[src/rtl/ec_mult_scheduler.sv]
// ec_mult_scheduler
// Request front-end for the point multiplier. Jobs (point, scalar, tag) are
// buffered in a small FIFO and handed to the multiplier one at a time over a
// start/done handshake. Each result is returned with its tag on a
// valid/ready response port. A scalar of zero bypasses the multiplier and
// returns the point at infinity (encoded as 0). A job whose done never
// arrives is abandoned after TIMEOUT cycles and reported with rsp_timeout_o.
module ec_mult_scheduler #(
  parameter int unsigned DEPTH   = 4,
  parameter int unsigned TAG_W   = 2,
  parameter int unsigned TIMEOUT = 512
) (
  input  logic                     clk,
  input  logic                     rst_n,
  // request port
  input  logic                     req_valid_i,
  output logic                     req_ready_o,
  input  logic [13:0]              req_point_i,
  input  logic [6:0]               req_scalar_i,
  input  logic [TAG_W-1:0]         req_tag_i,
  // multiplier interface
  output logic                     mul_start_o,
  output logic [13:0]              mul_point_o,
  output logic [6:0]               mul_scalar_o,
  input  logic [13:0]              mul_result_i,
  input  logic                     mul_done_i,
  // response port
  output logic                     rsp_valid_o,
  input  logic                     rsp_ready_i,
  output logic [13:0]              rsp_point_o,
  output logic [TAG_W-1:0]         rsp_tag_o,
  output logic                     rsp_timeout_o,
  // status
  output logic                     busy_o,
  output logic [$clog2(DEPTH):0]   fifo_level_o
);

  localparam int unsigned PTR_W = $clog2(DEPTH);
  localparam int unsigned LVL_W = PTR_W + 1;
  localparam int unsigned TMR_W = $clog2(TIMEOUT) + 1;
  localparam int unsigned ENT_W = 14 + 7 + TAG_W;

  localparam logic [LVL_W-1:0] LVL_FULL  = LVL_W'(DEPTH);
  localparam logic [LVL_W-1:0] LVL_EMPTY = {LVL_W{1'b0}};
  localparam logic [LVL_W-1:0] LVL_ONE   = {{(LVL_W-1){1'b0}}, 1'b1};
  localparam logic [PTR_W-1:0] PTR_ONE   = {{(PTR_W-1){1'b0}}, 1'b1};
  localparam logic [TMR_W-1:0] TMR_ZERO  = {TMR_W{1'b0}};
  localparam logic [TMR_W-1:0] TMR_ONE   = {{(TMR_W-1){1'b0}}, 1'b1};
  localparam logic [TMR_W-1:0] TMR_LAST  = TMR_W'(TIMEOUT - 1);

  typedef enum logic [2:0] {
    S_IDLE  = 3'd0,
    S_ISSUE = 3'd1,
    S_BLANK = 3'd2,
    S_WAIT  = 3'd3,
    S_RESP  = 3'd4
  } state_e;

  // ---------------------------------------------------------------------------
  // Registers and their next-state values
  // ---------------------------------------------------------------------------
  logic [ENT_W-1:0] mem_q [DEPTH];

  state_e           state_q,       state_d;
  logic [PTR_W-1:0] wr_ptr_q,      wr_ptr_d;
  logic [PTR_W-1:0] rd_ptr_q,      rd_ptr_d;
  logic [LVL_W-1:0] level_q,       level_d;
  logic [TMR_W-1:0] timer_q,       timer_d;

  logic [13:0]      job_point_q,   job_point_d;
  logic [6:0]       job_scalar_q,  job_scalar_d;
  logic [TAG_W-1:0] job_tag_q,     job_tag_d;

  logic [13:0]      rsp_point_q,   rsp_point_d;
  logic [TAG_W-1:0] rsp_tag_q,     rsp_tag_d;
  logic             rsp_timeout_q, rsp_timeout_d;

  // Output flags are registered from the next-state values so that every
  // port is driven straight from a flop.
  logic             rsp_valid_q,   rsp_valid_d;
  logic             mul_start_q,   mul_start_d;
  logic             busy_q,        busy_d;
  logic             req_ready_q,   req_ready_d;

  // FIFO handshake strobes
  logic             push_s;
  logic             pop_s;

  // Head-of-FIFO entry, unpacked
  logic [ENT_W-1:0] head_s;
  logic [13:0]      head_point_s;
  logic [6:0]       head_scalar_s;
  logic [TAG_W-1:0] head_tag_s;

  assign head_s = mem_q[rd_ptr_q];
  assign {head_point_s, head_scalar_s, head_tag_s} = head_s;

  // ---------------------------------------------------------------------------
  // Next-state logic: FSM transitions, FIFO bookkeeping and output staging
  // ---------------------------------------------------------------------------
  always_comb begin
    state_d       = state_q;
    wr_ptr_d      = wr_ptr_q;
    rd_ptr_d      = rd_ptr_q;
    level_d       = level_q;
    timer_d       = TMR_ZERO;
    job_point_d   = job_point_q;
    job_scalar_d  = job_scalar_q;
    job_tag_d     = job_tag_q;
    rsp_point_d   = rsp_point_q;
    rsp_tag_d     = rsp_tag_q;
    rsp_timeout_d = rsp_timeout_q;
    pop_s         = 1'b0;

    // req_ready_q reflects the registered level, so a full FIFO refuses a
    // push even in the cycle it is being popped.
    push_s = req_valid_i && req_ready_q;

    case (state_q)
      S_IDLE: begin
        if (level_q != LVL_EMPTY) begin
          pop_s = 1'b1;
          if (head_scalar_s != 7'd0) begin
            // Multiplier inputs only change when a real job is issued.
            job_point_d  = head_point_s;
            job_scalar_d = head_scalar_s;
            job_tag_d    = head_tag_s;
            state_d      = S_ISSUE;
          end else begin
            // k == 0 gives the point at infinity without using the multiplier.
            rsp_point_d   = 14'd0;
            rsp_tag_d     = head_tag_s;
            rsp_timeout_d = 1'b0;
            state_d       = S_RESP;
          end
        end else begin
          state_d = S_IDLE;
        end
      end

      S_ISSUE: begin
        state_d = S_BLANK;
      end

      S_BLANK: begin
        // mul_done may still be high from the previous job for this cycle.
        state_d = S_WAIT;
      end

      S_WAIT: begin
        timer_d = timer_q + TMR_ONE;
        if (mul_done_i) begin
          // Done has priority over a coincident timeout.
          rsp_point_d   = mul_result_i;
          rsp_tag_d     = job_tag_q;
          rsp_timeout_d = 1'b0;
          state_d       = S_RESP;
        end else if (timer_q == TMR_LAST) begin
          rsp_point_d   = 14'd0;
          rsp_tag_d     = job_tag_q;
          rsp_timeout_d = 1'b1;
          state_d       = S_RESP;
        end else begin
          state_d = S_WAIT;
        end
      end

      S_RESP: begin
        if (rsp_ready_i) begin
          state_d = S_IDLE;
        end else begin
          state_d = S_RESP;
        end
      end

      default: begin
        state_d = S_IDLE;
      end
    endcase

    if (push_s) begin
      wr_ptr_d = wr_ptr_q + PTR_ONE;
    end else begin
      wr_ptr_d = wr_ptr_q;
    end

    if (pop_s) begin
      rd_ptr_d = rd_ptr_q + PTR_ONE;
    end else begin
      rd_ptr_d = rd_ptr_q;
    end

    if (push_s && !pop_s) begin
      level_d = level_q + LVL_ONE;
    end else if (!push_s && pop_s) begin
      level_d = level_q - LVL_ONE;
    end else begin
      level_d = level_q;
    end

    mul_start_d = (state_d == S_ISSUE);
    rsp_valid_d = (state_d == S_RESP);
    busy_d      = (state_d != S_IDLE) || (level_d != LVL_EMPTY);
    req_ready_d = (level_d != LVL_FULL);
  end

  // ---------------------------------------------------------------------------
  // State register with synchronous active-low reset
  // ---------------------------------------------------------------------------
  always_ff @(posedge clk) begin
    if (!rst_n) begin
      state_q       <= S_IDLE;
      wr_ptr_q      <= {PTR_W{1'b0}};
      rd_ptr_q      <= {PTR_W{1'b0}};
      level_q       <= LVL_EMPTY;
      timer_q       <= TMR_ZERO;
      job_point_q   <= 14'd0;
      job_scalar_q  <= 7'd0;
      job_tag_q     <= {TAG_W{1'b0}};
      rsp_point_q   <= 14'd0;
      rsp_tag_q     <= {TAG_W{1'b0}};
      rsp_timeout_q <= 1'b0;
      rsp_valid_q   <= 1'b0;
      mul_start_q   <= 1'b0;
      busy_q        <= 1'b0;
      req_ready_q   <= 1'b1;
    end else begin
      state_q       <= state_d;
      wr_ptr_q      <= wr_ptr_d;
      rd_ptr_q      <= rd_ptr_d;
      level_q       <= level_d;
      timer_q       <= timer_d;
      job_point_q   <= job_point_d;
      job_scalar_q  <= job_scalar_d;
      job_tag_q     <= job_tag_d;
      rsp_point_q   <= rsp_point_d;
      rsp_tag_q     <= rsp_tag_d;
      rsp_timeout_q <= rsp_timeout_d;
      rsp_valid_q   <= rsp_valid_d;
      mul_start_q   <= mul_start_d;
      busy_q        <= busy_d;
      req_ready_q   <= req_ready_d;
    end
  end

  // ---------------------------------------------------------------------------
  // FIFO storage write port (contents need no reset; pointers define validity)
  // ---------------------------------------------------------------------------
  always_ff @(posedge clk) begin
    if (rst_n && push_s) begin
      mem_q[wr_ptr_q] <= {req_point_i, req_scalar_i, req_tag_i};
    end
  end

  // ---------------------------------------------------------------------------
  // Output ports
  // ---------------------------------------------------------------------------
  assign req_ready_o   = req_ready_q;
  assign mul_start_o   = mul_start_q;
  assign mul_point_o   = job_point_q;
  assign mul_scalar_o  = job_scalar_q;
  assign rsp_valid_o   = rsp_valid_q;
  assign rsp_point_o   = rsp_point_q;
  assign rsp_tag_o     = rsp_tag_q;
  assign rsp_timeout_o = rsp_timeout_q;
  assign busy_o        = busy_q;
  assign fifo_level_o  = level_q;

endmodule
[config.mk]
export PLATFORM = sky130hd
export DESIGN_NAME = ec_mult_scheduler
export DESIGN_NICKNAME = d
export VERILOG_FILES = /design/src/rtl/ec_mult_scheduler.sv
export SDC_FILE = /design/constraint.sdc
export NUM_CORES = 1
export LEC_CHECK = 0
export CAP_MARGIN = 40
export CORE_MARGIN = 1
export CORE_UTILIZATION = 50
export CTS_CLUSTER_DIAMETER = 40
export DETAILED_ROUTE_END_ITERATION = 10
export PLACE_DENSITY_LB_ADDON = 0.05
export SLEW_MARGIN = 0
export SYNTH_ARGS = -nofsm -noshare
export SYNTH_HDL_FRONTEND = slang
export SYNTH_SLANG_ARGS = --single-unit
[constraint.sdc]
create_clock -name clk -period 6.85 [get_ports clk]
set_clock_uncertainty 0.05 [all_clocks]
set_input_delay 1.37 -clock clk [delete_from_list [all_inputs] [get_ports clk]]
set_output_delay 1.37 -clock clk [all_outputs]
set_load 0.05 [all_outputs]
# Word level (Yosys, flattened, before mapping)
# Memory sizes are Yosys's and may differ from the RTL's. A register that Yosys moved wholly into a read port is not among the register bits.
# Index checks and enable logic that the tools add are counted.
# word_totals
regBits	64
mem_bits_rw	92
in_bits	42
output_inout_bits	45
elab_cells	77
n_memories	1
# memory_table
memory	words	word_bits	rd	rd_ports_with_merged_regs	wr	line_no	source
mem_q	4	23	1	1	1	62	logic [ENT_W-1:0] mem_q [DEPTH];
# op_classes
n_addsub	5
n_eq_ne	11
n_mux	29
reduce_logical	16
# op_table
operator	count
two-way mux 14 bit	4
case mux 14 bit (2 select lines)	1
two-way mux 3 bit	7
case mux 3 bit (5 select lines)	1
two-way mux 2 bit	6
adder 10 x 1 -> 10 bit (second input constant)	1
equality test 10 x 9 -> 1 bit (second input constant)	1
nonzero test 3 bit	3
two-way mux 1 bit	8
nonzero test 7 bit	1
equality test 3 x 1 -> 1 bit (second input constant)	2
equality test 3 x 2 -> 1 bit (second input constant)	2
equality test 3 bit (second input constant)	2
!= test 3 bit (second input constant)	2
adder 2 x 1 -> 2 bit (second input constant)	2
logical AND 1 bit	4
!= test 2 bit (second input constant)	2
case mux 2 bit (2 select lines)	1
AND reduction 4 bit	1
adder 3 x 1 -> 3 bit (second input constant)	1
logical NOT 3 bit	1
AND reduction 3 bit	1
subtractor 3 x 1 -> 3 bit (second input constant)	1
logical NOT 1 bit	2
4 further kinds	4

# Logic depth before layout (Yosys ltp)
# depth
ltp_word	8
mapped_depth	10
depth_no_buf	8

# Worst setup path before layout
# OpenSTA, ideal clock, no wires.
# synth_path
path_type	input port to flip-flop
from	input port req_valid_i
to	memory mem_q[0][0] (netlist name), enable pin
setup_time_ps	382
arrival_ps	2363
required_time_ps	6418
setup_slack_ps	4056
stages	3
path_buffers	1
path_cell_list	and2_1 clkbuf_1 and3_1
# synth_via
elab_chain_len	4
# synth_lines
item	line_no	source
from (decl)	16	input logic req_valid_i,
logical AND 1 bit	117	push_s = req_valid_i && req_ready_q;
logical AND 1 bit	250	if (rst_n && push_s) begin
two-way mux 1 bit	250	
two-way mux 1 bit (not written as such)	251	mem_q[wr_ptr_q] <= {req_point_i, req_scalar_i, req_tag_i};
to (decl)	62	
# No other way between the ends.

# Worst setup path after layout
# layout_path
from	register level_q[0], in the netlist fifo_level_o[0]
to	output port fifo_level_o[0]
# layout_rtl
item	line_no	source
from (decl)	67	logic [LVL_W-1:0] level_q, level_d;
from (signal assigned)	231	level_q <= level_d;
to (decl)	35	output logic [$clog2(DEPTH):0] fifo_level_o
# No word-level cell between the ends.

==> impl_metrics.env <==
export IMPL_crit_slowest_cell="clkdlybuf4s50_1"
export IMPL_antenna_found_initial=0
export IMPL_post_dp_cell_area_um2=7030
export IMPL_crit_family="buffers and inverters"
export IMPL_drt_iter0_markers=212
export IMPL_setup_viol_count_final=0
export IMPL_fin_crit_ns=3.08
export IMPL_synthCells=392
export IMPL_pre_cts_ws_ns=3.31
export IMPL_cts_max_path_buffers=2
export IMPL_wl_um=10700
export IMPL_post_synth_top_area_cell="edfxtp_1"
export IMPL_dpl_hpwl_um=6850
export IMPL_required_ns=5.43
export IMPL_design_area_um2=7640
export IMPL_vias=3413
export IMPL_worstHoldPathCells=2
export IMPL_violations="design-rule violations"
export IMPL_end_kind="primary output"
export IMPL_final_nets=539
export IMPL_hp_class="flop to flop"
export IMPL_place_port_buffers=86
export IMPL_die_w_um=111
export IMPL_p_leak_nw=2.63
export IMPL_drt_drc_violations_left=14
export IMPL_first_pass_iters=8
export IMPL_numCtsBuffers=17
export IMPL_tritoncts="built"
export IMPL_layout_drive_gt1_share_pct=15.9
export IMPL_clk_latency_ns=0.42
export IMPL_synth_edf_count=92
export IMPL_start_util_pct=51.9
export IMPL_htree_num_levels=4
export IMPL_synth_avg_cell_area_um2=15.2
export IMPL_crit_fanout=4
export IMPL_cts_root_buf="clkbuf_16"
export IMPL_ctsHoldBuffers=0
export IMPL_final_util_pct=66.4
export IMPL_wire_per_inst_um=16.5
export IMPL_cp_slowest_stage_delay_ns=0.85
export IMPL_yosysMostFrequentCell="edfxtp_1"
export IMPL_synth_area_leaders="edfxtp_1 (46%), dfxtp_1 (22%), mux4_2 (8.7%)"
export IMPL_critical_path_depth=1
export IMPL_io_pins=87
export IMPL_coreArea_um2=11500
export IMPL_n_antenna_cell=0
export IMPL_die_area_um2=12400
export IMPL_yosysWarnings=0
export IMPL_relSlewSlack_pct=52.5
export IMPL_setup_ws_ns=3.77
export IMPL_cts_sinks=158
export IMPL_critPathBufInv=1
export IMPL_synth_seq_area_share_pct=68.3
export IMPL_area_growth_pct=27.9
export IMPL_synth_async_reset_ratio_pct=0
export IMPL_fillers=854
export IMPL_yosys_area_top_type_share_pct=46.2
export IMPL_crit_arrival_ns=1.66
export IMPL_avgViaCountPerCell=5.29
export IMPL_fin_crit_sh_pct=45.0
export IMPL_synth_cell_types=41
export IMPL_synthesis_nets=442
export IMPL_powerDensity_nw_per_um2=416
export IMPL_critPathKind="flop to primary output"
export IMPL_slew_viol_final=0
export IMPL_rows=39
export IMPL_top_usage_layer="met2"
export IMPL_maxCapViolCount=0
export IMPL_reg2regPathDepth=7
export IMPL_postCtsSetupBuffers=0
export IMPL_grtUsageTotal_pct=19.0
export IMPL_rsz0062_at_grt="false"
export IMPL_cts_resized=0
export IMPL_tns_ns=0
export IMPL_dieHeight_um=111
export IMPL_grtUsageMet2_pct=30.7
export IMPL_ant_nets=0
export IMPL_place_gp_congestion=0.760
export IMPL_grt_max_degree=41
export IMPL_met1_usage_pct=23.5
export IMPL_clk_pin_slew_ns=0.06
export IMPL_synth_ff_type="edfxtp_1"
export IMPL_cp_start_kind="flop"
export IMPL_overflow=0
export IMPL_grt_pass1_wl_um=17400
export IMPL_ys_ff_latch=158
export IMPL_worst_pin_slew_ns=0.707
export IMPL_ir_drop_mv=0.274
export IMPL_fmax_mhz=325
export IMPL_finalHoldViolCount=0
export IMPL_synth_common_cells="edfxtp_1 (92), dfxtp_1 (66), nor2_1 (58)"
export IMPL_crit_path_cell_trace="clkdlybuf4s50_1"
export IMPL_syn_cell_area_um2=5980
export IMPL_grt_pass1_vias=3356
export IMPL_outcome="complete, but fails checks"
export IMPL_use_met3_pct=6.18
## metrics by stage
step	cells	hold slack, ns	power (mW)
3_5_place_dp	612	0.403	2.27
4_1_cts	644	0.412	3.22
2_1_floorplan	392	0.380	1.95
5_1_grt	645	0.441	3.33
3_3_place_gp	609	0.393	2.22
6_report	645	0.412	3.18
## cell type report
type	instances	area, um^2	share of cell area (%)
Sequential cell	158	4090	53.5
Multi-Input combinational cell	205	1760	23.1
Timing Repair Buffer	96	976	12.8
Clock buffer	19	433	5.66
Tap cell	143	179	2.34
Clock inverter	13	165	2.16
Inverter	11	41.3	0.540
## routing by layer
| metal | vias up | part of all wire (%) |
|---|---|---|
| li1 | 1656 | - |
| met1 | 1663 | 44 |
| met2 | 89 | 50 |
| met3 | 5 | 5.8 |
| met4 | 0 | 0.68 |
| met5 | - | 0 |
## final timing paths
path,from,to,slack (ns)
min reg2reg,rsp_timeout_o$_SDFFE_PN0P_,rsp_timeout_o$_SDFFE_PN0P_,0.41
max,fifo_level_o[0]$_SDFF_PN0_,fifo_level_o[0],3.77
max reg2reg,flop,busy_o$_SDFF_PN0_,3.92
min,rsp_timeout_o$_SDFFE_PN0P_,rsp_timeout_o$_SDFFE_PN0P_,0.41
## power by group
part,total (mW),internal (mW),switching (mW)
clock,0.938,0.575,0.363
combinational,1.03,0.430,0.597
sequential,1.22,1.13,0.0816
## logic make-up after synthesis
group / after synthesis / share of synthesized area (%)
AOI/OAI and AO/OA: 31 / 4.38
xor gates and xnor gates: 13 / 1.91
adders and majority gates: 8 / 1.68
buffers and inverters: 29 / 2.45
DFF: 158 / 68.3
muxes: 51 / 13.4
and+or+nand+nor: 102 / 7.83
## layout by cell type (no fill, tap or decap), types with 5 or more instances in the layout
master / n
mux2i_1: 25
edfxtp_1: 92
nand3_1: 6
a21oi_1: 5
nand2_1: 15
and3_1: 6
clkdlybuf4s50_1: 86
dfxtp_1: 65
a22oi_2: 8
a22oi_1: 7
buf_4: 7
clkbuf_16: 17
inv_1: 9
xnor2_1: 9
nor2_1: 58
mux4_2: 23
ha_1: 8
## registers in the layout, summed over array words and instances (netlist names), named ones only
register,flops
rsp_tag_o,2
mem_q,92
rsp_point_o,14
rsp_timeout_o,1
req_ready_o,1
mul_point_o,14
job_tag_q,2
rsp_valid_o,1
timer_q,10
rd_ptr_q,2
state_q,3
fifo_level_o,3
busy_o,1
wr_ptr_q,2
mul_scalar_o,7
mul_start_o,1
Note: power is estimated with default switching activity, not from simulation.
